`src/rtl/gpio_sequencer.sv`:
```
// gpio_sequencer: plays a CPU-loaded pattern table onto the GPIO peripheral.
// It writes the direction register once, then writes the data register every
// effective STEP cycles. It can loop over the table, and the CPU can abort it.
//
// state   | meaning
// --------+-----------------------------------------------------------
// IDLE    | not running; waits for a CTRL write with run=1
// DIR_WR  | master write of DIRMASK to GPIO 0x00, held until acknowledged
// DATA_WR | master write of pattern[idx] to GPIO 0x04, held until acknowledged
// WAIT    | step timer counts down to 0, then advance, loop, or finish
module gpio_sequencer #(
  parameter int DEPTH = 16,
  parameter int WIDHT = 20
) (
  input  logic        clk,
  input  logic        reset,
  input  logic        read,
  input  logic        write,
  input  logic [31:0] address,
  input  logic [31:0] write_data,
  output logic [31:0] read_data,
  output logic        response,
  output logic        m_write,
  output logic [31:0] m_address,
  output logic [31:0] m_write_data,
  input  logic        m_response,
  output logic        done_irq
);
  localparam int IDXW = $clog2(DEPTH);
  localparam logic [9:0] DEPTH_W = 10'(DEPTH);

  typedef enum logic [1:0] {IDLE, DIR_WR, DATA_WR, WAIT} state_t;

  state_t           state, state_nxt;
  logic [IDXW-1:0]  idx, idx_nxt;
  logic [23:0]      timer, timer_nxt;
  logic [23:0]      step_reg;
  logic [8:0]       len_reg;
  logic [WIDHT-1:0] dirmask;
  logic             loop_reg;
  logic             done;
  logic [WIDHT-1:0] pattern [DEPTH];

  logic             done_set, done_clr, irq_nxt;
  logic             mw_nxt;
  logic [31:0]      ma_nxt, md_nxt;
  logic             wr_ctrl, wr_step, wr_len, wr_entry, wr_dir;
  logic             busy, start, abort;
  logic [23:0]      eff_step;
  logic [9:0]       eff_len;
  logic             unused_ok;

  assign wr_ctrl  = write && (address[7:0] == 8'h00);
  assign wr_step  = write && (address[7:0] == 8'h04);
  assign wr_len   = write && (address[7:0] == 8'h08);
  assign wr_entry = write && (address[7:0] == 8'h0C);
  assign wr_dir   = write && (address[7:0] == 8'h14);

  assign busy     = (state != IDLE);
  assign eff_step = (step_reg < 24'd2) ? 24'd2 : step_reg;
  assign eff_len  = (10'(len_reg) > DEPTH_W) ? DEPTH_W : 10'(len_reg);
  assign start    = wr_ctrl && write_data[0] && !busy && (eff_len != 10'd0);
  assign abort    = wr_ctrl && !write_data[0] && busy;
  assign response = read | write;

  // Only a few address and data bits are decoded; the rest are don't-care.
  assign unused_ok = ^{address[31:8], write_data};

  // Next-state, index/timer update and the master outputs for the coming cycle.
  always_comb begin
    state_nxt = state;
    idx_nxt   = idx;
    timer_nxt = timer;
    done_set  = 1'b0;
    done_clr  = 1'b0;
    irq_nxt   = 1'b0;
    case (state)
      IDLE: begin
        if (start) begin
          state_nxt = DIR_WR;
          idx_nxt   = '0;
          done_clr  = 1'b1;
        end
      end
      DIR_WR: begin
        if (m_response) state_nxt = DATA_WR;
      end
      DATA_WR: begin
        if (m_response) begin
          timer_nxt = eff_step - 24'd2;
          state_nxt = WAIT;
        end
      end
      WAIT: begin
        if (timer == 24'd0) begin
          // LENGTH may have been lowered under idx while running; this compare
          // then treats the table as finished.
          if ((10'(idx) + 10'd1) < eff_len) begin
            idx_nxt   = idx + 1'b1;
            state_nxt = DATA_WR;
          end else if (loop_reg) begin
            idx_nxt   = '0;
            state_nxt = DATA_WR;
          end else begin
            state_nxt = IDLE;
            done_set  = 1'b1;
            irq_nxt   = 1'b1;
          end
        end else begin
          timer_nxt = timer - 24'd1;
        end
      end
      default: state_nxt = IDLE;
    endcase

    if (abort) begin
      state_nxt = IDLE;
      idx_nxt   = idx;
      timer_nxt = timer;
      done_set  = 1'b0;
      irq_nxt   = 1'b0;
    end

    // Outputs track the next state so m_write lines up with the state itself.
    // A write that is still waiting for its acknowledge keeps its captured data.
    mw_nxt = 1'b0;
    ma_nxt = 32'h0;
    md_nxt = 32'h0;
    case (state_nxt)
      DIR_WR: begin
        mw_nxt = 1'b1;
        ma_nxt = 32'h0;
        md_nxt = (state == DIR_WR) ? m_write_data : 32'(dirmask);
      end
      DATA_WR: begin
        mw_nxt = 1'b1;
        ma_nxt = 32'h4;
        md_nxt = (state == DATA_WR) ? m_write_data : 32'(pattern[idx_nxt]);
      end
      default: ;
    endcase
  end

  // State, sequencing counters, config registers and master port registers.
  always_ff @(posedge clk) begin
    if (reset) begin
      state        <= IDLE;
      idx          <= '0;
      timer        <= '0;
      step_reg     <= '0;
      len_reg      <= '0;
      dirmask      <= '0;
      loop_reg     <= 1'b0;
      done         <= 1'b0;
      done_irq     <= 1'b0;
      m_write      <= 1'b0;
      m_address    <= 32'h0;
      m_write_data <= 32'h0;
    end else begin
      state        <= state_nxt;
      idx          <= idx_nxt;
      timer        <= timer_nxt;
      done_irq     <= irq_nxt;
      m_write      <= mw_nxt;
      m_address    <= ma_nxt;
      m_write_data <= md_nxt;
      if (wr_ctrl) loop_reg <= write_data[1];
      if (wr_step) step_reg <= write_data[23:0];
      if (wr_len)  len_reg  <= write_data[8:0];
      if (wr_dir)  dirmask  <= write_data[WIDHT-1:0];
      if (done_clr)      done <= 1'b0;
      else if (done_set) done <= 1'b1;
    end
  end

  // Pattern table, written one entry at a time through ENTRY.
  always_ff @(posedge clk) begin
    if (reset) begin
      for (int i = 0; i < DEPTH; i++) pattern[i] <= '0;
    end else if (wr_entry) begin
      pattern[write_data[24 +: IDXW]] <= write_data[WIDHT-1:0];
    end
  end

  // Combinational readback, forced to zero outside a read strobe.
  always_comb begin
    read_data = 32'h0;
    if (read) begin
      case (address[7:0])
        8'h00:   read_data = {30'h0, loop_reg, busy};
        8'h04:   read_data = {8'h0, step_reg};
        8'h08:   read_data = {23'h0, len_reg};
        8'h10:   read_data = {16'h0, 8'(idx), 6'h0, done, busy};
        8'h14:   read_data = 32'(dirmask);
        default: read_data = 32'h0;
      endcase
    end
  end
endmodule
```
`config.mk`:
```
export PLATFORM = sky130hd
export DESIGN_NAME = gpio_sequencer
export DESIGN_NICKNAME = d
export VERILOG_FILES = /design/src/rtl/gpio_sequencer.sv
export SDC_FILE = /design/constraint.sdc
export NUM_CORES = 1
export LEC_CHECK = 0
export BUFFER_PORTS_ARGS = -buffer_cell sky130_fd_sc_hd__clkbuf_2
export CAP_MARGIN = 15
export CORE_MARGIN = 10
export CORE_UTILIZATION = 54
export CTS_CLUSTER_SIZE = 14
export DETAILED_ROUTE_END_ITERATION = 10
export PLACE_DENSITY = 0.83
export SLEW_MARGIN = 15
export SYNTH_ARGS = -nofsm -noshare
export SYNTH_HDL_FRONTEND = slang
export SYNTH_SLANG_ARGS = --single-unit
```
`constraint.sdc`:
```
create_clock -name clk -period 7.93 [get_ports clk]
set_input_delay 1.1895 -clock clk [delete_from_list [all_inputs] [get_ports clk]]
set_output_delay 1.1895 -clock clk [all_outputs]
set_load 0.05 [all_outputs]
```
* Word level (Yosys, flattened, before mapping) *
Memory sizes are Yosys's and may differ from the RTL's.
Index checks and enable logic that the tools add are counted.

operators by class
  $add $sub $neg = 4
  reductions and logical operators = 23
  muxes and demuxes = 41
  equal/unequal tests = 14
  bitwise logic cells = 2
  magnitude comparators = 3

operator list
  kind                     count
  $pmux W24 S5             1
  $mux W24                 4
  $mux W32                 2
  $pmux W32 S2             1
  $pmux W24 S2             1
  $logic_not A24 Y1        1
  $lt A24 B2 Y1 const B    1
  $mux W4                  6
  $sub A24 B1 Y24 const B  1
  $sub A24 B2 Y24 const B  1
  $mux W20                 1
  $reduce_or A20 Y1        1
  $eq A8 B4 Y1 const B     2
  $eq A8 B5 Y1 const B     2
  $mux W1                  14
  $mux W2                  7
  $logic_and A1 B1 Y1      10
  $reduce_bool A10 Y1      1
  $gt A9 B5 Y1 const B     1
  $lt A5 B9 Y1             1
  $mux W9                  1
  $eq A8 B3 Y1 const B     1
  $logic_not A8 Y1         1
  $ne A2 B2 Y1 const B     4
  other kinds (15)         21

word-level totals
  bits of input ports = 69
  word-level logic and storage cells = 100
  output and inout bits = 99
  memories kept = 1
  bits in registers = 151
  bits in writable memories = 320

memory list
  name     depth  bits a word  rd ports  clocked after memory_dff  write ports  line  source
  pattern  16     20           1         0                         16           42    logic [WIDHT-1:0] pattern [DEPTH];

* Logic depth before layout (Yosys ltp) *
Gate-level depths: netlist (run 1).

  depth in word-level cells = 11
  depth in mapped cells = 21
  gate-level depth less buffers = 19

* Worst setup path before layout (run 1) *
No wires, ideal clock.

  kind = input to output
  start = in address[5]
  end = out read_data[0]
  stages = 8
  slack = 3.161 ns
  arrival = 3.580 ns
  required time = 6.740 ns
  path buffers = 2
  cells stage by stage = nor4_1 > nand2b_1 > nor2_1 > and3_1 > clkbuf_1 > clkbuf_1 > nand2_1 > a21oi_1

on the way
  cells in the longest elaborated chain, start to end = 3
  elaborated cells between the ends (all ways) = 7
  classes of those cells = eq/ne (4); mux (2); reduce/logical (1)

RTL lines
  what                                        line  source
  start: declaration                          19    input logic [31:0] address,
  $eq A8 B5 Y1, or another cell as far along  189   case (address[7:0])
  $pmux W24 S5 *                              189
  $mux W24 *                                  188   if (read) begin
  end: declaration                            21    output logic [31:0] read_data,

Mark *: on every way between the ends. The rest lies on a longest branch, timed or not.

* Worst setup path after layout (run 1) *
  start = reg timer[0]
  end = reg m_write_data[10]

on the way
  cells in the longest elaborated chain, start to end = 7
  elaborated cells between the ends (all ways) = 15
  classes of those cells = eq/ne (4); mux (8); reduce/logical (2); memory (1)

RTL lines
  what                                               line  source
  start: declaration                                 36    logic [23:0] timer, timer_nxt;
  start signal: assignment                           162   timer <= timer_nxt;
  $logic_not A24 Y1 *                                95    if (timer == 24'd0) begin
  $mux W4 or $mux W2 (tied branches)                 95
  $pmux W4 S2 or $pmux W2 S4 (tied branches)         77    case (state)
  $mux W4 or $mux W2 (tied branches)                 116   if (abort) begin
  $mem_v2 Z16 W20, or another cell as far along      --
  $mux W32 or $ne A2 B2 Y1 (tied branches)           --
  $pmux W32 S2 or $reduce_and A2 Y1 (tied branches)  --
  end signal: assignment                             166   m_write_data <= md_nxt;
  end: declaration                                   25    output logic [31:0] m_write_data,

Mark *: on every way between the ends. The rest lies on a longest branch, timed or not. The select of a mux whose other input is x is not followed.
A chain may end at the register's enable or synchronous reset.

==> results by group, run 1 <==
Floorplanning
  • Initial cell density of the core: between 50% and 60%
  • Area inside the core boundary: 38,600 um2
  • Die Footprint: ~47,000 um2
  • Die Ht: roughly 220 um
  • Die W: 218 um
  • I/O pin total: approximately 170
  • Site Rows: approximately 70

Cells and area
  • Total area of sequential cells: between 10,000 and 15,000 um2
  • Growth of design area from synthesis to finish: 9.30%
  • Area of the multi-input gates: between 8000 and 9000 um2
  • Area of all placed cells without fillers: roughly 23,000 um2
  • Max reg flops: 320
  • Share of layout cells above drive strength 1: between 10% and 20%
  • Layout Nets: 2,212
  • Most common cell after layout, fill and taps aside: sky130_fd_sc_hd__nand2_1
  • Highest-count cells in the layout ignoring fill and taps: 383 x sky130_fd_sc_hd__nand2_1, 324 x sky130_fd_sc_hd__and2_1, 320 x sky130_fd_sc_hd__edfxtp_1
  • Filler instances: between 3k and 4k

Route
  • Average wire per standard cell: 22.7 um
  • Number of design rule violations left after detail routing: 0
  • Number of vias after detailed routing: between 15k and 20k
  • Ratio of routed vias to standard cells: 6.21
  • Number of nets still failing antenna checks after routing: 0
  • 1st-iter DRT viols: ~2.4k
  • Total Wirelength: between 60 and 70 mm
  • DR pass1 iterations: 8

Setup path
  • Max Fanout on Critical Path: just under 50
  • Peak per-stage delay on the critical path: 0.73 ns
  • CP startpoint kind: register
  • Cell family with the largest share of critical-path delay: simple AND/OR/NAND/NOR gates
  • Data required time at the worst endpoint: between 8 and 9 ns
  • Crit path capture type: register
  • Ordered list of cells on the worst path: inv_1, ha_1, nor3b_1, nand4_1, or4_1, o31a_1, a21oi_4, buf_4, mux2i_1, o21ai_0, nor4_1, o32ai_1
  • Arrival time worst endpoint: around 6.1 ns
  • Start-to-end type of the worst setup path: register to register
  • Slowest cell on crit path: sky130_fd_sc_hd__or4_1
  • Critical path buffers and inverters: 2

CTS
  • CTS H-Tree Depth: 2
  • TritonCTS clock tree: done
  • Post CTS Setup Buffer Count: 0
  • Number of clock sinks seen by CTS: 428
  • Gates resized, CTS repair: 0
  • Maximum buffer depth of the clock tree: 3
  • Clock slew at reported path FFs: ~0.060 ns
  • Number of hold-repair buffers added at the cts stage: 0
  • Root Buffer Master: sky130_fd_sc_hd__clkbuf_16
  • Worst-skew pair later-pin latency: 0.55 ns
  • Number of buffers inserted during clock tree synthesis: 43

Global route
  • Remaining Overflow, GRT: 0
  • Total routing resource utilization after global routing: between 20 and 25%
  • Pin count of the biggest net entering global routing: 73
  • Number of antenna violations at the first check in global routing: 3
  • First-pass GRT wire length: about 93 mm
  • Vias in the first global route: ~16k

Place
  • Post-detailed-placement cell area: about 22,000 um2
  • HPWL after detailed placement: slightly below 40 mm
  • Total of buffers placed on input and output ports: 88
  • Final weighted congestion in routability-driven placement: between 0.9 and 1

Timing
  • Total Negative Setup Slacks: 0 ns
  • Worst hold slack: about 0.47 ns
  • Max Clk Rate: 0.174 GHz
  • Minimum period implied by the final worst setup slack: about 5.8 ns
  • Slew HR: 27.2%
  • Actual slew at the worst max-slew pin: 1.09 ns
  • Setup repair after global routing missed its margin: false
  • Max Transition Viols Final: 0
  • Period utilization: between 70 and 80%
  • Number of setup violations in the final report: 0
  • Final clock skew: between 0.02 and 0.025 ns
  • Final-report hold violation count: 0

Yosys
  • Post-synthesis sequential element count: around 430
  • Post-synthesis instance area: 21,100 um2
  • Average cell area after synthesis: about 10 um2
  • Share of synthesized area occupied by flip-flops and latches: 55.7%
  • Yosys warning total: 0
  • Number of enable-type register cells in the synthesized netlist: between 300 and 400
  • Primary FF master, synth: sky130_fd_sc_hd__edfxtp_1
  • Synthesized instance count: ~2.1k
  • Asr flop ratio synth: 0%
  • Number of different library cells in the post-synthesis netlist: 64

Power and ir drop
  • Overall power of the completed layout: approximately 5.3 mW
  • Power per standard cell area: between 200 and 250 nW/um2
  • Static leakage power: roughly 8.5 nW
  • Largest vdd supply drop: between 150 and 200 uV

Flow run
  • Max Cap Viol: 0

Outcome
  • Outcome: completed

Worst hold path
  • HP Class: register to register
## Yosys cell counts, types with 15 or more instances
cell type                  instances  area share (%)
sky130_fd_sc_hd__nand2_1         383             6.8
sky130_fd_sc_hd__and2_1          324             9.6
sky130_fd_sc_hd__edfxtp_1        320              45
sky130_fd_sc_hd__a21oi_1         159             3.8
sky130_fd_sc_hd__clkbuf_1        132             2.3
sky130_fd_sc_hd__dfxtp_1         108              10
sky130_fd_sc_hd__nand3_1          94             2.2
sky130_fd_sc_hd__nor2_1           74             1.3
sky130_fd_sc_hd__buf_4            63             2.2
sky130_fd_sc_hd__mux2i_1          63             3.0
sky130_fd_sc_hd__o21ai_0          54             1.3
sky130_fd_sc_hd__nor3_1           37            0.88
sky130_fd_sc_hd__and3_1           26            0.77
sky130_fd_sc_hd__buf_2            20            0.47
sky130_fd_sc_hd__nor4_1           20            0.59
sky130_fd_sc_hd__a22oi_1          18            0.64
sky130_fd_sc_hd__inv_1            18            0.32
sky130_fd_sc_hd__o22ai_1          18            0.53
sky130_fd_sc_hd__a211oi_1         15            0.53
## worst register-to-register path, cell delays in order, from the launching register on
cell and delay (ns):
sky130_fd_sc_hd__dfxtp_1 0.36, sky130_fd_sc_hd__inv_1 0.07, sky130_fd_sc_hd__ha_1 0.19, sky130_fd_sc_hd__nor3b_1 0.70, sky130_fd_sc_hd__nand4_1 0.47, sky130_fd_sc_hd__or4_1 0.74
sky130_fd_sc_hd__o31a_1 0.40, sky130_fd_sc_hd__a21oi_4 0.66, sky130_fd_sc_hd__buf_4 0.69, sky130_fd_sc_hd__mux2i_1 0.36, sky130_fd_sc_hd__o21ai_0 0.11, sky130_fd_sc_hd__nor4_1 0.67
sky130_fd_sc_hd__o32ai_1 0.19
## kinds of logic after synthesis
| family | after synthesis | share of synthesized area [%] |
|---|---|---|
| compound gates | 335 | 9.72 |
| flops | 428 | 55.7 |
| xor+xnor | 21 | 0.870 |
| simple gates | 1021 | 24.3 |
| buf+inv | 236 | 5.50 |
| other cells | 1 | 0.0177 |
| mux | 66 | 3.14 |
| fa+ha+maj | 13 | 0.770 |
## path summary, 6_finish.rpt
path	from	endpoint	slack (ns)	cells after the start
setup / recovery	timer[0]	m_write_data[10]	2.17	12
setup reg to reg	timer[0]	m_write_data[10]	2.17	12
hold reg to reg	timer[6]	timer[6]	0.47	2
hold / removal	timer[6]	timer[6]	0.47	2
## routing by layer
| metal | share of wire (%) | up-vias | GRT usage [%] |
|---|---|---|---|
| met2 | 46 | 1208 | 40.3 |
| met4 | 4.1 | 0 | 9.56 |
| met5 | 0 | - | 0 |
| met1 | 37 | 7926 | 33.2 |
| li1 | - | 7346 | - |
| met3 | 12 | 187 | 4.02 |
## power breakdown
group          internal, mW  switching [mW]  leakage (nW)  total (mW)
Combinational         0.185           0.572          3.94       0.757
Clock                  1.11           0.852         0.656        1.96
Sequential             2.52          0.0630          3.91        2.58
Total                  3.81            1.49          8.51        5.30
## area by class of cell
type,instances,area share [%]
clock inverter,22,0.688
clock buffer,56,5.09
inverter,18,0.292
tap,518,2.81
sequential,428,51.0
timing repair buffer,132,3.35
multi-input combinational,1507,36.8
antenna,3,0.0325
## metrics by stage
| step | util (%) | setup WS (ns) | cells |
|---|---|---|---|
| floorplan | - | 3.16 | 2171 |
| global placement | 56.2 | 2.52 | 2603 |
| detailed placement | 56.2 | 2.48 | 2603 |
| CTS | 59.7 | 2.47 | 2681 |
| global route | 59.8 | 2.18 | 2683 |
| finish | 59.8 | 2.17 | 2684 |
No activity file was read; power rests on OpenSTA's default activity.
==> inputs of run 2 (changes only) <==
--- a/config.mk
+++ b/config.mk
@@ -5,13 +5,14 @@
 export SDC_FILE = /design/constraint.sdc
 export NUM_CORES = 1
 export LEC_CHECK = 0
+export ABC_AREA = 1
 export BUFFER_PORTS_ARGS = -buffer_cell sky130_fd_sc_hd__clkbuf_2
 export CAP_MARGIN = 15
 export CORE_MARGIN = 10
 export CORE_UTILIZATION = 54
 export CTS_CLUSTER_SIZE = 14
 export DETAILED_ROUTE_END_ITERATION = 10
-export PLACE_DENSITY = 0.83
+export PLACE_DENSITY = 0.86
 export SLEW_MARGIN = 15
 export SYNTH_ARGS = -nofsm -noshare
 export SYNTH_HDL_FRONTEND = slang
==> constraint.sdc (replaced) <==
create_clock -name clk -period 4.9 [get_ports clk]
set_input_delay 0.735 -clock clk [delete_from_list [all_inputs] [get_ports clk]]
set_output_delay 0.735 -clock clk [all_outputs]
set_load 0.05 [all_outputs]
==> results by group, run 2 <==
Route
  • Number of design rule violations left after detail routing: 0
  • Total Wirelength: between 60 and 70 mm
  • Number of nets still failing antenna checks after routing: 0
  • Ratio of routed vias to standard cells: 6.06
  • Average wire per standard cell: between 20 and 25 um
  • Number of vias after detailed routing: 18.3k
  • DR pass1 iterations: 9
  • 1st-iter DRT viols: ~2.7k

Setup path
  • CP startpoint kind: register
  • Worst reg2reg path startpoint: idx[0]
  • Arrival time worst endpoint: a little under 5 ns
  • Depth of the worst register-to-register path: 18
  • Register-to-register setup slack: 0.50 ns
  • Data required time at the worst endpoint: ~5.4 ns
  • Max Fanout on Critical Path: 21
  • Start-to-end type of the worst setup path: register to register
  • Crit Reg-Reg Endpoint: m_write_data[17]
  • Crit path capture type: register

Yosys
  • Average cell area after synthesis: 8.59 um2
  • Post-synthesis share of cell area spent on xor and xnor gates: less than 1%
  • Post-synthesis instance area: between 20,000 and 25,000 um2
  • Main combinational cell family by area after synthesis: simple AND/OR/NAND/NOR gates
  • Synthesized instance count: 2,454
  • Top post-synthesis cells by count: 506 x sky130_fd_sc_hd__nand3_1, 415 x sky130_fd_sc_hd__nor2_1, 396 x sky130_fd_sc_hd__nand2_1
  • Largest cells by area after synthesis: sky130_fd_sc_hd__edfxtp_1 46%, sky130_fd_sc_hd__nand3_1 12%, sky130_fd_sc_hd__dfxtp_1 10%
  • Basic-gate share of the synthesized area counting and, or, nand and nor cells: roughly 28%
  • Yosys warning total: 0
  • Fraction of synthesized area in multiplexers: 0%
  • Number of enable-type register cells in the synthesized netlist: 320
  • Asr flop ratio synth: 0%
  • Cell taking the most area after synthesis: sky130_fd_sc_hd__edfxtp_1
  • Post-synthesis sequential element count: around 430
  • Share of synthesized area occupied by flip-flops and latches: 55.9%
  • Primary FF master, synth: sky130_fd_sc_hd__edfxtp_1
  • Area fraction in compound gates after synthesis: 6.47%
  • Number of different library cells in the post-synthesis netlist: 44
  • Post-synthesis adder-cell area fraction: less than 1%
  • Top-count cell post-synth: sky130_fd_sc_hd__nand3_1
  • Synth top area share: around 46%

Global route
  • Total routing resource utilization after global routing: 24.6%
  • Busiest metal layer after global routing: met2
  • Vias in the first global route: roughly 18k
  • M3 GR Usage: 4.41%
  • Met1 GRT Util: approximately a third
  • GR met2 Demand/Resource: approximately 40%
  • First-pass GRT wire length: around 94 mm
  • Pin count of the biggest net entering global routing: between 80 and 90
  • Number of antenna violations at the first check in global routing: 3
  • Remaining Overflow, GRT: 0

Timing
  • Slew HR: 31.2%
  • Minimum period implied by the final worst setup slack: roughly 4.4 ns
  • Period utilization: 89.7%
  • Max Clk Rate: between 0.2 and 0.25 GHz
  • Final clock skew: roughly 0.016 ns
  • Max Transition Viols Final: 0
  • Setup repair after global routing missed its margin: false
  • Final-report hold violation count: 0
  • Total Negative Setup Slacks: 0 ns
  • Actual slew at the worst max-slew pin: a little over 1 ns
  • Number of setup violations in the final report: 0

CTS
  • Root Buffer Master: sky130_fd_sc_hd__clkbuf_16
  • Post CTS Setup Buffer Count: 0
  • Number of hold-repair buffers added at the cts stage: 0
  • Gates resized, CTS repair: 0
  • TritonCTS clock tree: done
  • CTS H-Tree Depth: 2
  • Number of clock sinks seen by CTS: roughly 430
  • Clock slew at reported path FFs: around 0.07 ns
  • Number of buffers inserted during clock tree synthesis: between 40 and 50
  • Maximum buffer depth of the clock tree: 3
  • Worst-skew pair later-pin latency: 0.56 ns

Cells and area
  • Growth of design area from synthesis to finish: 9.45%
  • Share of layout cells above drive strength 1: under 10%
  • Max reg flops: 320
  • Share of the core filled with cells: between 50% and 60%
  • Filler instances: between 3k and 4k
  • Layout Nets: between 2k and 3k
  • Most common cell after layout, fill and taps aside: sky130_fd_sc_hd__nand3_1
  • Highest-count cells in the layout ignoring fill and taps: 506 x sky130_fd_sc_hd__nand3_1, 414 x sky130_fd_sc_hd__nor2_1, 395 x sky130_fd_sc_hd__nand2_1

Power and ir drop
  • Combinational cell fraction of total power: 18.3%
  • Switching part of the total power: a little under a third
  • Clock share of power: between 30 and 40%
  • Cell internal power dissipation: 6.42 mW
  • Largest vdd supply drop: around 310 uV
  • Psw: about 2.8 mW
  • Share of power burned in registers: a little under half
  • Power per standard cell area: approximately 400 nW/um2
  • Static leakage power: 9.25 nW

Worst hold path
  • HP Class: input pin to register
  • Number of cells on the worst hold path: 3
  • Source of the worst hold timing path: write_data[14]
  • Hold endpoint: dirmask[14]

Floorplanning
  • Die Ht: approximately 220 um
  • Die W: 218 um
  • Initial cell density of the core: approximately 55%
  • Die Footprint: 47,300 um2
  • Area inside the core boundary: ~39,000 um2
  • I/O pin total: between 150 and 200
  • Site Rows: 72

Flow run
  • Max Cap Viol: 0

Place
  • Total of buffers placed on input and output ports: 88
  • Final weighted congestion in routability-driven placement: ~0.94
  • HPWL after detailed placement: 39.0 mm

Outcome
  • Outcome: completed
==> run 2: changes by cell type in the layout (fill, tap and decap cells not counted), sizes merged, moves of 14 or more <==
| cell | delta |
|---|---|
| nand2 | +16 |
| a22oi | -19 |
| nor3 | -17 |
| clkinv | +16 |
| o21ai | +35 |
| a21oi | -39 |
| and2 | -324 |
| mux2i | -63 |
| nor2 | +347 |
| and3 | -25 |
| nand3 | +414 |
| nor4 | -17 |
| inv | +109 |
| o32ai | -14 |
==> run 2: layer usage <==
layer  share of wire [%]  wire, um
met2                  47     28600
met4                 4.0      2430
met1                  37     22500
met5                   0         0
met3                  12      7070
==> run 2: logic make-up (layout without fill, tap and decap cells) <==
group,count (synthesis),count (layout)
fa+ha+maj,13,13
buf+inv,374,372
xor+xnor,12,12
compound gates,253,253
other cells,1,54
simple gates,1373,1373
flops,428,428
==> run 2: final cells by class <==
type / count / area [um2] / area share [%]
Sequential cell: 428 / 11800 / 51.0
Multi-Input combinational cell: 1702 / 7770 / 33.7
Clock buffer: 63 / 1220 / 5.30
Timing Repair Buffer: 143 / 903 / 3.92
Tap cell: 518 / 648 / 2.81
Inverter: 148 / 556 / 2.41
Clock inverter: 18 / 186 / 0.808
Antenna cell: 3 / 7.51 / 0.0326
==> run 2: how the worst max path moves through the flow <==
stage | from | cells past startpoint | slack, ns | endpoint
global placement | len_reg[8] | 21 | 0.87 | m_write_data[2]
floorplan | address[7] | 10 | 1.03 | read_data[12]
CTS | idx[0] | 18 | 0.62 | m_write_data[0]
finish | idx[0] | 18 | 0.50 | m_write_data[17]
global route | idx[0] | 18 | 0.18 | m_write_data[0]
detailed placement | idx[0] | 18 | 0.71 | m_write_data[0]
==> run 2: worst max-delay path, stage by stage, from the launching register on <==
cell and delay, ns:
sky130_fd_sc_hd__dfxtp_1 0.46, sky130_fd_sc_hd__ha_1 0.24, sky130_fd_sc_hd__xor2_1 0.25, sky130_fd_sc_hd__ha_1 0.29, sky130_fd_sc_hd__a21oi_1 0.14, sky130_fd_sc_hd__o21a_1 0.12, sky130_fd_sc_hd__nand2_1 0.09, sky130_fd_sc_hd__nand2_1 0.14
sky130_fd_sc_hd__nand2_2 0.09, sky130_fd_sc_hd__o21ai_0 0.15, sky130_fd_sc_hd__nor2_1 0.06, sky130_fd_sc_hd__nor3_1 0.21, sky130_fd_sc_hd__inv_1 0.09, sky130_fd_sc_hd__ha_1 0.49, sky130_fd_sc_hd__a22o_1 0.67, sky130_fd_sc_hd__nor2_1 0.20
sky130_fd_sc_hd__buf_4 0.31, sky130_fd_sc_hd__nand2_1 0.11, sky130_fd_sc_hd__a21oi_1 0.16
==> run 2: per-stage QoR <==
stage / worst slack [ns] / instances / cell area, um2 / hold WS (ns) / power, mW
6_report: 0.503 / 3023 / 23100 / 0.461 / 9.21
5_1_grt: 0.182 / 3023 / 23100 / 0.469 / 9.51
4_1_cts: 0.616 / 3020 / 23100 / 0.447 / 9.16
3_5_place_dp: 0.714 / 2939 / 21600 / 0.458 / 5.90
3_3_place_gp: 0.874 / 2939 / 21600 / 0.456 / 5.83
2_1_floorplan: 1.03 / 2504 / 21300 / 0.439 / 5.46
==> run 2: power groups by stage <==
stage	sequential, mW	combinational [mW]	clock [mW]
floorplan	4.35	1.10	0
CTS	4.20	1.63	3.32
global placement	4.27	1.57	0
detailed placement	4.28	1.62	0
finish	4.21	1.69	3.31
global route	4.23	1.82	3.46
